File: src/rtl/fetch_pkg.sv
// fetch_pkg: state encoding and default geometry shared by the fetch stage.
package fetch_pkg;
    typedef enum logic [1:0] {S_IDLE, S_RUN, S_DRAIN, S_DONE} state_t;
    localparam int DEF_ADDR_W     = 8;
    localparam int DEF_DATA_W     = 8;
    localparam int DEF_IMEM_DEPTH = 32;
    localparam int IMEM_LAST      = DEF_IMEM_DEPTH - 1;
endpackage

File: src/rtl/fetch_pc_counter.sv
// pc_counter: program counter with masked redirect load, increment and end-of-memory detect.
// FETCH_WRAP_EN makes the increment from the last word wrap to 0 instead of holding.
module pc_counter
    import fetch_pkg::*;
#(
    parameter int ADDR_W     = DEF_ADDR_W,
    parameter int IMEM_DEPTH = DEF_IMEM_DEPTH,
    parameter int RESET_PC   = 0
) (
    input  logic              clk,
    input  logic              clear,
    input  logic              i_load,
    input  logic              i_inc,
    input  logic [ADDR_W-1:0] i_target,
    output logic [ADDR_W-1:0] o_pc,
    output logic              o_at_last
);
    localparam logic [ADDR_W-1:0] MASK = ADDR_W'(IMEM_DEPTH - 1);
    logic [ADDR_W-1:0] r_pc;
    logic [ADDR_W-1:0] w_inc;
    assign o_pc      = r_pc;
    assign o_at_last = r_pc == MASK;
`ifdef FETCH_WRAP_EN
    assign w_inc = o_at_last ? '0 : r_pc + ADDR_W'(1);
`else
    assign w_inc = o_at_last ? r_pc : r_pc + ADDR_W'(1);
`endif
    always_ff @(posedge clk) begin
        if (!clear)
            r_pc <= ADDR_W'(RESET_PC) & MASK;
        else if (i_load)
            r_pc <= i_target & MASK;
        else if (i_inc)
            r_pc <= w_inc;
    end
endmodule

File: src/rtl/fetch_unit.sv
// fetch_unit: PC ownership, instruction register and valid/ready handoff to decode.
// FETCH_WRAP_EN: fetch wraps from the last word to 0 forever; done is tied 0.
module fetch_unit
    import fetch_pkg::*;
#(
    parameter int ADDR_W     = DEF_ADDR_W,
    parameter int DATA_W     = DEF_DATA_W,
    parameter int IMEM_DEPTH = DEF_IMEM_DEPTH,
    parameter int RESET_PC   = 0
) (
    input  logic              clk,
    input  logic              clear,
    input  logic              start,
    output logic [ADDR_W-1:0] address,
    input  logic [DATA_W-1:0] instruction,
    output logic [DATA_W-1:0] ir,
    output logic [ADDR_W-1:0] ir_pc,
    output logic              ir_valid,
    input  logic              ir_ready,
    input  logic              redirect,
    input  logic [ADDR_W-1:0] redirect_pc,
    output logic              done
);
    state_t r_state, w_next;
    logic [DATA_W-1:0] r_ir;
    logic [ADDR_W-1:0] r_ir_pc, w_pc;
    logic r_ir_valid, w_at_last, w_advance;
    logic w_pc_load, w_pc_inc, w_ir_load, w_ir_clr;

    pc_counter #(.ADDR_W(ADDR_W), .IMEM_DEPTH(IMEM_DEPTH), .RESET_PC(RESET_PC)) u_pc (
        .clk(clk), .clear(clear), .i_load(w_pc_load), .i_inc(w_pc_inc),
        .i_target(redirect_pc), .o_pc(w_pc), .o_at_last(w_at_last)
    );

    assign w_advance = !r_ir_valid || ir_ready;

    always_comb begin
        w_next    = r_state;
        w_pc_load = 1'b0;
        w_pc_inc  = 1'b0;
        w_ir_load = 1'b0;
        w_ir_clr  = 1'b0;
        case (r_state)
            S_IDLE: begin
                w_pc_load = redirect;
                w_next    = !redirect && start ? S_RUN : S_IDLE;
            end
            S_RUN: begin
                w_pc_load = redirect;
                w_ir_clr  = redirect;
                w_ir_load = !redirect && w_advance;
                w_pc_inc  = w_ir_load;
`ifndef FETCH_WRAP_EN
                w_next    = w_ir_load && w_at_last ? S_DRAIN : S_RUN;
`endif
            end
            S_DRAIN: begin
                w_pc_load = redirect;
                w_ir_clr  = redirect || ir_ready;
                w_next    = redirect ? S_RUN : ir_ready ? S_DONE : S_DRAIN;
            end
            S_DONE: w_next = S_DONE;
        endcase
    end

    always_ff @(posedge clk) begin
        if (!clear)
            r_state <= S_IDLE;
        else
            r_state <= w_next;
    end

    // A redirect flushes the held word even if decode accepts it the same cycle.
    always_ff @(posedge clk) begin
        if (!clear) begin
            r_ir       <= '0;
            r_ir_pc    <= '0;
            r_ir_valid <= 1'b0;
        end else if (w_ir_load) begin
            r_ir       <= instruction;
            r_ir_pc    <= w_pc;
            r_ir_valid <= 1'b1;
        end else if (w_ir_clr) begin
            r_ir_valid <= 1'b0;
        end
    end

    assign address  = w_pc;
    assign ir       = r_ir;
    assign ir_pc    = r_ir_pc;
    assign ir_valid = r_ir_valid;
`ifdef FETCH_WRAP_EN
    assign done = 1'b0;
`else
    assign done = r_state == S_DONE;
`endif
endmodule

File: config.mk
export PLATFORM = sky130hd
export DESIGN_NAME = fetch_unit
export DESIGN_NICKNAME = d
export VERILOG_FILES = /design/src/rtl/fetch_pkg.sv /design/src/rtl/fetch_pc_counter.sv /design/src/rtl/fetch_unit.sv
export SDC_FILE = /design/constraint.sdc
export NUM_CORES = 1
export LEC_CHECK = 0
export ABC_AREA = 1
export BUFFER_PORTS_ARGS = -buffer_cell sky130_fd_sc_hd__buf_4
export CAP_MARGIN = 10
export CORE_MARGIN = 1.5
export CORE_UTILIZATION = 46
export CTS_BUF_LIST = sky130_fd_sc_hd__clkbuf_4 sky130_fd_sc_hd__clkbuf_8
export CTS_CLUSTER_SIZE = 10
export DETAILED_ROUTE_END_ITERATION = 16
export PLACE_DENSITY_LB_ADDON = 0.1
export SYNTH_ARGS = -nofsm -noshare
export SYNTH_HDL_FRONTEND = slang
export SYNTH_HIERARCHICAL = 1
export SYNTH_SLANG_ARGS = --single-unit
File: constraint.sdc
create_clock -name clk -period 1.46 [get_ports clk]
set_clock_uncertainty 0.05 [all_clocks]
set_input_delay 0.219 -clock clk [delete_from_list [all_inputs] [get_ports clk]]
set_output_delay 0.219 -clock clk [all_outputs]
set_load 0.1 [all_outputs]
---- Word-level counts from Yosys, hierarchy flattened ----
Index checks and enable logic that the tools add are counted.
operators by class
  multiplexer cells ....................... 13
  $add $sub $neg .......................... 1
  bitwise logic cells ..................... 2
  reductions and logical operators ........ 14
  equality and inequality tests ........... 5
operators by type and width
  cell                                                    number
  2-to-1 mux 5 bit                                        3
  adder 8 x 1 -> 8 bit (second input constant)            1
  == test 8 x 5 -> 1 bit (second input constant)          1
  case mux 2 bit (4 select lines)                         1
  2-to-1 mux 1 bit                                        6
  == test 2 bit (second input constant)                   2
  2-to-1 mux 2 bit                                        2
  AND reduction 2 bit                                     2
  nonzero test 2 bit                                      2
  logical AND 1 bit                                       3
  OR reduction 3 bit                                      1
  == test 2 x 1 -> 1 bit (second input constant)          1
  zero test 1 bit                                         2
  zero test 2 bit                                         1
  logical OR 1 bit                                        2
  inequality test 2 x 1 -> 1 bit (second input constant)  1
  inverter 1 bit                                          2
  case mux 1 bit (2 select lines)                         1
  OR reduction 2 bit                                      1
storage, ports and cells
  input bits .............................. 21
  flip-flop bits (word level) ............. 27
  logic and storage cells ................. 41
  output and inout bits ................... 26

---- Longest topological paths before layout ----
Gate-level depths: netlist (run 1).
  depth after elaboration ................. 6
  gate-level depth with buffers ........... 9

---- Hierarchy ----
Netlist (run 1), hierarchy kept.
by module, submodules not included
  module      sequential area each (um^2)  area each (um^2)  times used  cells an instance
  fetch_unit  380.4                        847.1             1           101
  pc_counter  160.2                        549.3             1           90

---- Worst setup path before layout (run 1) ----
No wires, ideal clock.
  path type ............................... flip-flop to flip-flop
  start point ............................. register u_pc.r_pc[0], in the netlist u_pc/o_pc[0]
  end point ............................... register u_pc.r_pc[3], in the netlist u_pc/o_pc[3]
  stages on the path, launching flop included .. 9
  data arrival time ....................... 1.965 ns
  setup slack ............................. -0.675 ns
  data required time ...................... 1.290 ns
  cell sequence ........................... dfxtp_1 -> ha_1 -> nand2_2 -> nor2_4 -> nand3_2 -> nand2_4 -> nand2_1 -> nand2_1 -> a21oi_1
between the ends
  longest elaborated chain between the ends .. 4
  elaborated cells between the ends (all ways) .. 7
  those cells by class .................... 1 x add/sub; 2 x eq/ne; 3 x mux; 1 x reduce/logical
ends and longest elaborated chain
  item                      RTL line                RTL
  start: declaration        fetch_pc_counter.sv:19  logic [ADDR_W-1:0] r_pc;
  start signal: assignment  fetch_pc_counter.sv:30  r_pc <= ADDR_W'(RESET_PC) & MASK;
  start signal: assignment  fetch_pc_counter.sv:32  r_pc <= i_target & MASK;
  start signal: assignment  fetch_pc_counter.sv:34  r_pc <= w_inc;
  adder 8 x 1 -> 8 bit      fetch_pc_counter.sv:26  assign w_inc = o_at_last ? r_pc : r_pc + ADDR_W'(1);
  2-to-1 mux 5 bit          fetch_pc_counter.sv:26
  2-to-1 mux 5 bit          fetch_pc_counter.sv:33  else if (i_inc)
  2-to-1 mux 5 bit          fetch_pc_counter.sv:31  else if (i_load)
Parallel ways exist; a longest one is shown, timed or not. The select of a mux whose other input is x is not followed.
A chain may end at the register's enable or synchronous reset.

---- Worst setup path in the final report (run 1) ----
  start point ............................. register r_state[1]
  end point ............................... output done
between the ends
  longest elaborated chain between the ends .. 1
ends and longest elaborated chain
  item                      RTL line          RTL
  start: declaration        fetch_unit.sv:24  state_t r_state, w_next;
  start signal: assignment  fetch_unit.sv:70  r_state <= w_next;
  == test 2 bit             fetch_unit.sv:95  assign done = r_state == S_DONE;
  end: declaration          fetch_unit.sv:22  output logic done
No other way between the ends.

==> Flow_metrics.wiki, run 1 <==
{| class="wikitable"
! Metric !! Value
|-
| Outcome || finished, violations left
|-
| Failing checks || design-rule violations
|-
| Number of ports placed on the die boundary || 47
|-
| Root buffer cell || clkbuf_4
|-
| Cells after Synth || 191
|-
| Cell area after synthesis || 1400 um^2
|-
| Via count of the first global-routing pass || between 1k and 1.5k
|-
| Total clock buffers created by CTS || 3
|-
| Hold-critical path depth || 3
|-
| Critical path launch point type || register
|-
| Top cell type's share of synthesized area || 0.387
|-
| Final-report hold violation count || 0
|-
| I/O Buffers || 43
|-
| Cell Pwr Density || approximately 780 nW/um^2
|-
| Startpoint of the most critical register-to-register path || r_state[1]
|-
| Critical-path cell list || ha_4 -> buf_6
|-
| Global Route Usage Sum || 0.202
|-
| Clock latency on the worst-skew pair || 0.32 ns
|-
| Synthesized area per cell || 7.31 um^2
|-
| RePlAce Congestion || ~0.82
|-
| Leakage power || 0.817 nW
|-
| Top library cells by usage in the layout, fill and taps aside || 62 x nand2_1, 47 x buf_4, 17 x a21oi_1
|-
| Count of unresolved DRC violations after routing || 4
|-
| Clock-pin transition on the worst setup and hold timing paths || 0.15 ns
|-
| Cell family with most CP delay || flip-flops
|-
| Crit-path max FO || 4
|-
| Antenna-violating nets left || 0
|-
| Number of nets in the finished design || 265
|-
| Worst Hold Class || primary input to register
|-
| Starting density of the core || 0.494
|-
| Number of distinct library cell variants in the gate-level netlist after synthesis || 23
|-
| Filler Cells Inserted || 245
|-
| DIE WIDTH || 58.1 um
|-
| Number of rows created at floorplan || 19
|-
| Most common library cell in the layout ignoring fill and taps || nand2_1
|-
| Top cell type by total area after synthesis || dfxtp_1
|-
| CTS H-tree lvls || 1
|-
| # Post-CTS Setup Buffers || 0
|-
| Die Footprint || 3380 um^2
|-
| Number of buffers between clock root and the deepest sink || 2
|-
| Drt wl/cell || 12.1 um
|-
| Wire length of the first global-routing pass || 5380 um
|-
| CP arrival || 1.11 ns
|-
| Minimum setup slack among reg-to-reg paths || 0.08 ns
|-
| Net Count, Synth || 217
|-
| Total of warnings raised by yosys || 6
|-
| End of the worst register-to-register path || u_pc/o_pc[0]
|-
| Sequential area share after synthesis || 0.387
|-
| Final Cycle Share || 0.946
|-
| Final count of pins violating max slew || 0
|-
| Critical hold path startpoint || instruction[1]
|-
| Drt via density || around 5.2
|-
| CTS tree || built
|-
| Final setup violating endpoints || 0
|-
| Height of the chip || 58.1 um
|-
| Critical Setup Path Class || register to output port
|-
| Synth Register Bits || 27
|-
| Transition time of the tightest slew-check pin || 0.281 ns
|-
| Via count || ~1.4k
|-
| Number of antenna violations at the first check in global routing || 0
|-
| Layout cells sized above 1 || 0.403
|-
| Max Clock Freq || 0.724 GHz
|-
| Synth area leaders || dfxtp_1 39%, nand2_1 17%, a21oi_1 6.1%
|-
| Unrepaired setup endpoints after global routing || true
|-
| Iteration-0 DRC Markers || 50
|-
| Routed Wire Length || 3250 um
|-
| Worst-case vdd ir drop || between 400 and 500 uV
|-
| Flip-flop and latch area || 572 um^2
|-
| Placeable Area || 2830 um^2
|-
| Half-perimeter wire length after placement || 2520 um
|-
| Buffers and inverters on the worst path || 1
|-
| Cell Area, Placed || 1820 um^2
|-
| Kind of end point of the critical path || output port
|-
| Total of max-cap violations || 0
|-
| Antenna diodes || 0
|-
| Worst R2R Path Depth || 7
|-
| Non-Filler Cell Area, Final || ~1900 um^2
|-
| Number of hold buffers added after cts || 0
|-
| Required time reported for the critical path endpoint || 1.19 ns
|-
| Total power of the final layout || 1.46 mW
|-
| Overflow left after global routing || 0
|-
| Number of sinks handled by clock tree synthesis || 27
|-
| Final period demand of the worst path || 1.38 ns
|-
| Pre-Repair DR Iteration Count || 10
|-
| Max_slew headroom || 0.811
|-
| Slowest cell on the critical path || dfxtp_2
|-
| Worst Hold End || ir[1]
|-
| Synth-to-Final Area Change || 34.6%
|-
| Delay of the slowest cell on the worst path || 0.40 ns
|-
| Pin count of the biggest net entering global routing || 18
|-
| Multi-input combinational cell area || 798 um^2
|}
-- how the worst max path moves through the flow --
stage	depth (start not counted)	slack [ns]	endpoint	start
after CTS	2	0.002	done	r_state[1]
after global placement	8	0.1	u_pc/o_pc[4]	r_state[1]
after detailed placement	8	0.03	u_pc/o_pc[4]	r_state[1]
after floorplan	8	-0.05	u_pc/o_pc[0]	r_state[1]
final	2	0.08	done	r_state[1]
after global routing	8	-0.03	u_pc/o_pc[3]	r_state[1]
-- per-stage QoR --
step                 util  std cells  hold WS [ns]  TNS [ns]  setup WS [ns]
finish              0.664        269        0.0744         0         0.0790
global route        0.664        269        0.0521   -0.0312        -0.0261
CTS                 0.656        269        0.0589         0        0.00186
detailed placement  0.645        265         0.416         0         0.0298
global placement    0.645        265         0.404         0         0.0981
floorplan               -        191         0.282   -0.0860        -0.0500
-- state kept, by name, indices dropped and copies added, names as in the netlist --
name,count
ir,8
ir_pc,8
ir_valid,1
u_pc/o_pc,8
r_state,2
-- worst reg2reg max path, stage by stage, from the launching register on --
cell,delay (ns)
dfxtp_2,0.40
ha_4,0.17
nor2_1,0.04
buf_4,0.17
inv_4,0.12
nand4_1,0.15
nand3_1,0.12
a21oi_1,0.06
-- power by group --
| group | switching, mW | leakage, nW | internal (mW) |
|---|---|---|---|
| Combinational | 0.241 | 0.573 | 0.105 |
| Clock | 0.227 | 0.0183 | 0.107 |
| Sequential | 0.0281 | 0.226 | 0.754 |
-- per-layer routing --
metal  up-vias  routed length (um)  global-route usage
li1        711                   -                   -
met1       633                1360               0.247
met2        45                1680               0.362
met3         4                 174              0.0223
met4         0                  37              0.0731
met5         -                   0                   0
-- synthesized netlist by cell type (all sizes together) --
master and n:
dfxtp 27, ha 5, a21oi 26, a31oi 1, nand3b 2, nand3 15
or2 1, o21ai 4, nor2 9, buf 5, nand2 74, clkinv 1
nand4 4, inv 17
-- cell families (layout without fill, tap and decap cells) --
family	after synthesis	count (layout)	share of synthesized area
and+or+nand+nor	105	105	0.353
AOI/OAI and AO/OA	31	31	0.136
DFF	27	27	0.387
buffers and inverters	23	70	0.0788
adders and majority gates	5	5	0.0448
-- cell type report --
type | count | area share
Clock buffer | 3 | 0.0120
Clock inverter | 1 | 0.00333
Inverter | 18 | 0.0413
Multi-Input combinational cell | 141 | 0.425
Sequential cell | 27 | 0.304
Tap cell | 31 | 0.0206
Timing Repair Buffer | 48 | 0.194
-- what timing repair did --
item                                    in CTS  in global routing
resized for setup                            1                  6
pin swaps                                    0                  0
endpoints found under the setup margin       1                 14
Note: power is estimated with default switching activity, not from simulation.
==> run 2, diff against run 1 <==
Settings changed: REMOVE_ABC_BUFFERS set to 1.
==> run 2 against run 1 <==
Against the previous run: the run still ends with design-rule violations left; register-to-register slack worse by 0.05 ns; cell count is 3.7% higher; critical path type unchanged; critical endpoint is now address[2]; cell area rose by 3.3%.
==> Flow_metrics.wiki, run 2 (synthesized netlist as in run 1, its figures left out) <==
{| class="wikitable"
! Metric !! Value
|-
| Final-report hold violation count || 0 (unchanged)
|-
| Total of max-cap violations || 0 (unchanged)
|-
| Worst Hold End || ir[3]
|-
| Required time reported for the critical path endpoint || 1.19 ns (about the same)
|-
| Startpoint of the most critical register-to-register path || r_state[0]
|-
| Hold-critical path depth || 3 (unchanged)
|-
| Non-Filler Cell Area, Final || 1940 um^2 (+3.3%)
|-
| Number of antenna violations at the first check in global routing || 0 (unchanged)
|-
| Wire length of the first global-routing pass || 5750 um (+6.8%)
|-
| Global Route Usage Sum || 0.215 (+0.0136)
|-
| Number of cells in the design after placement || 272 (+2.6%)
|-
| Cell family with most CP delay || flip-flops
|-
| Minimum setup slack among reg-to-reg paths || 0.03 ns (-0.05 ns)
|-
| Number of nets in the finished design || 275 (+3.8%)
|-
| Worst R2R Path Depth || 7 (unchanged)
|-
| Most common library cell in the layout ignoring fill and taps || nand2_1
|-
| RePlAce Congestion || 0.833 (+1.2%)
|-
| Number of sinks handled by clock tree synthesis || 27 (unchanged)
|-
| CTS tree || built
|-
| Final period demand of the worst path || 1.44 ns (+0.0553 ns)
|-
| Worst Hold Class || primary input to register
|-
| Final setup violating endpoints || 0 (unchanged)
|-
| Number of hold buffers added after cts || 0 (unchanged)
|-
| Pre-Repair DR Iteration Count || 11 (+1)
|-
| Slowest cell on the critical path || dfxtp_1
|-
| Number of rows created at floorplan || 19 (unchanged)
|-
| Number of ports placed on the die boundary || 47 (unchanged)
|-
| Final TNS setup || 0 ns (unchanged)
|-
| Max Clock Freq || 0.696 GHz (-3.9%)
|-
| Number of buffers between clock root and the deepest sink || 2 (unchanged)
|-
| Pin count of the biggest net entering global routing || 18 (unchanged)
|-
| Antenna-violating nets left || 0 (unchanged)
|-
| Outcome || finished, violations left
|-
| Overflow left after global routing || 0 (unchanged)
|-
| Starting density of the core || 0.494 (unchanged)
|-
| Root buffer cell || clkbuf_4
|-
| Half-perimeter wire length after placement || 2580 um (+2.4%)
|-
| Routed Wire Length || 3530 um (+8.8%)
|-
| Antenna diodes || 0 (unchanged)
|-
| End of the worst register-to-register path || u_pc/o_pc[2]
|-
| Leakage power || 0.858 nW (+5.1%)
|-
| Synth-to-Final Area Change || 39.0%
|-
| Placeable Area || 2830 um^2 (unchanged)
|-
| Max_slew headroom || 0.634 (-0.176)
|-
| Final count of pins violating max slew || 0 (unchanged)
|-
| Critical path launch point type || register
|-
| Final Cycle Share || 0.984 (+0.0379)
|-
| DIE WIDTH || 58.1 um (unchanged)
|-
| Critical path depth || 2 (unchanged)
|-
| CP arrival || 1.17 ns (+0.06 ns)
|-
| Die Footprint || 3380 um^2 (unchanged)
|-
| Layout cells sized above 1 || 0.399 (-0.00417)
|-
| Kind of end point of the critical path || output port
|-
| Clock latency on the worst-skew pair || 0.34 ns (+0.02 ns)
|-
| Total clock buffers created by CTS || 3 (unchanged)
|-
| Critical Setup Path Class || register to output port
|-
| Core Util, Final || 0.686 (+0.0217)
|-
| Filler Cells Inserted || 252 (+2.9%)
|-
| CTS H-tree lvls || 1 (unchanged)
|-
| Worst-case vdd ir drop || 487 uV (+18%)
|-
| Drt wl/cell || 12.6 um (+4.9%)
|-
| Failing checks || design-rule violations
|-
| Cell Area, Placed || 1810 um^2 (-0.89%)
|-
| Delay of the slowest cell on the worst path || 0.44 ns (+0.04 ns)
|-
| Cell Pwr Density || 765 nW/um^2 (-1.6%)
|-
| Count of unresolved DRC violations after routing || 5 (+1)
|-
| Via count || 1453 (+4.3%)
|-
| Drt via density || 5.21 (+0.57%)
|-
| Iteration-0 DRC Markers || 96 (+92%)
|-
| Buffers and inverters on the worst path || 2 (+1)
|-
| Critical-path cell list || buf_4 -> buf_6
|-
| Critical hold path startpoint || instruction[3]
|-
| Via count of the first global-routing pass || 1355 (+4.6%)
|-
| Post-route non-filler standard cell count || 279 (+3.7%)
|-
| Transition time of the tightest slew-check pin || 0.545 ns (+0.264 ns)
|-
| Minimum setup slack in the final design || 0.0237 ns (-0.0553 ns)
|-
| Top library cells by usage in the layout, fill and taps aside || 61 x nand2_1, 50 x buf_4, 23 x dfxtp_1
|-
| Unrepaired setup endpoints after global routing || true
|-
| Pre-CTS setup slack || 0.00236 ns (-0.0274 ns)
|-
| I/O Buffers || 43 (unchanged)
|-
| Height of the chip || 58.1 um (unchanged)
|-
| Crit-path max FO || 5 (+1)
|-
| Clock-pin transition on the worst setup and hold timing paths || 0.15 ns (about the same)
|}
==> run 2: cell types whose count changed in the layout (fill, tap and decap cells not counted), sizes merged <==
cell    previous run  this run
nand2             74        75
buf               48        57
clkinv             1         2
inv               18        17
==> run 2: worst max path at each step <==
| stage | from | endpoint | slack [ns] |
|---|---|---|---|
| 6_report | u_pc/o_pc[2] | address[2] | 0.02 |
| 5_1_grt | u_pc/o_pc[2] | address[2] | -0.05 |
| 4_1_cts | r_state[1] | done | 0.003 |
| 3_5_place_dp | r_state[1] | u_pc/o_pc[2] | 0.002 |
| 3_3_place_gp | r_state[1] | u_pc/o_pc[0] | 0.07 |
| 2_1_floorplan | r_state[0] | u_pc/o_pc[2] | -0.75 |
==> run 2: what timing repair did <==
item / in CTS / in global routing
buffers inserted: 0 / 2
pin swaps: 0 / 2
gates cloned: 0 / 1
resized for setup: 7 / 16
endpoints found under the setup margin: 4 / 15
==> run 2: through the flow <==
step	hold slack, ns	total power, mW
after detailed placement	0.415	1.15
after floorplan	0.289	1.03
after CTS	0.0672	1.47
after global placement	0.403	1.14
after global routing	0.0437	1.56
final	0.0627	1.48
==> run 2: worst min-delay path: stages <==
cell and delay [ns]:
buf_4 0.11, nand2_2 0.06, a21oi_2 0.04
==> run 2: power breakdown <==
part,internal (mW),total [mW],switching (mW)
clock network,0.103,0.330,0.227
registers,0.758,0.774,0.0156
logic,0.120,0.380,0.260
total,0.981,1.48,0.504
==> run 2: routing by layer <==
| layer | share of wire | GRT usage | vias up |
|---|---|---|---|
| met5 | 0 | 0 | - |
| met1 | 0.41 | 0.267 | 656 |
| li1 | - | - | 729 |
| met2 | 0.51 | 0.367 | 62 |
| met3 | 0.071 | 0.0446 | 6 |
| met4 | 0.014 | 0.0797 | 0 |
==> run 2: final cells by class <==
type | instances | area [um^2] | share of cell area
Clock inverter | 1 | 5.00 | 0.00258
Clock buffer | 3 | 22.5 | 0.0116
Inverter | 18 | 70.1 | 0.0361
Multi-Input combinational cell | 142 | 793 | 0.409
Timing Repair Buffer | 57 | 463 | 0.239
Sequential cell | 27 | 548 | 0.282
Tap cell | 31 | 38.8 | 0.0200
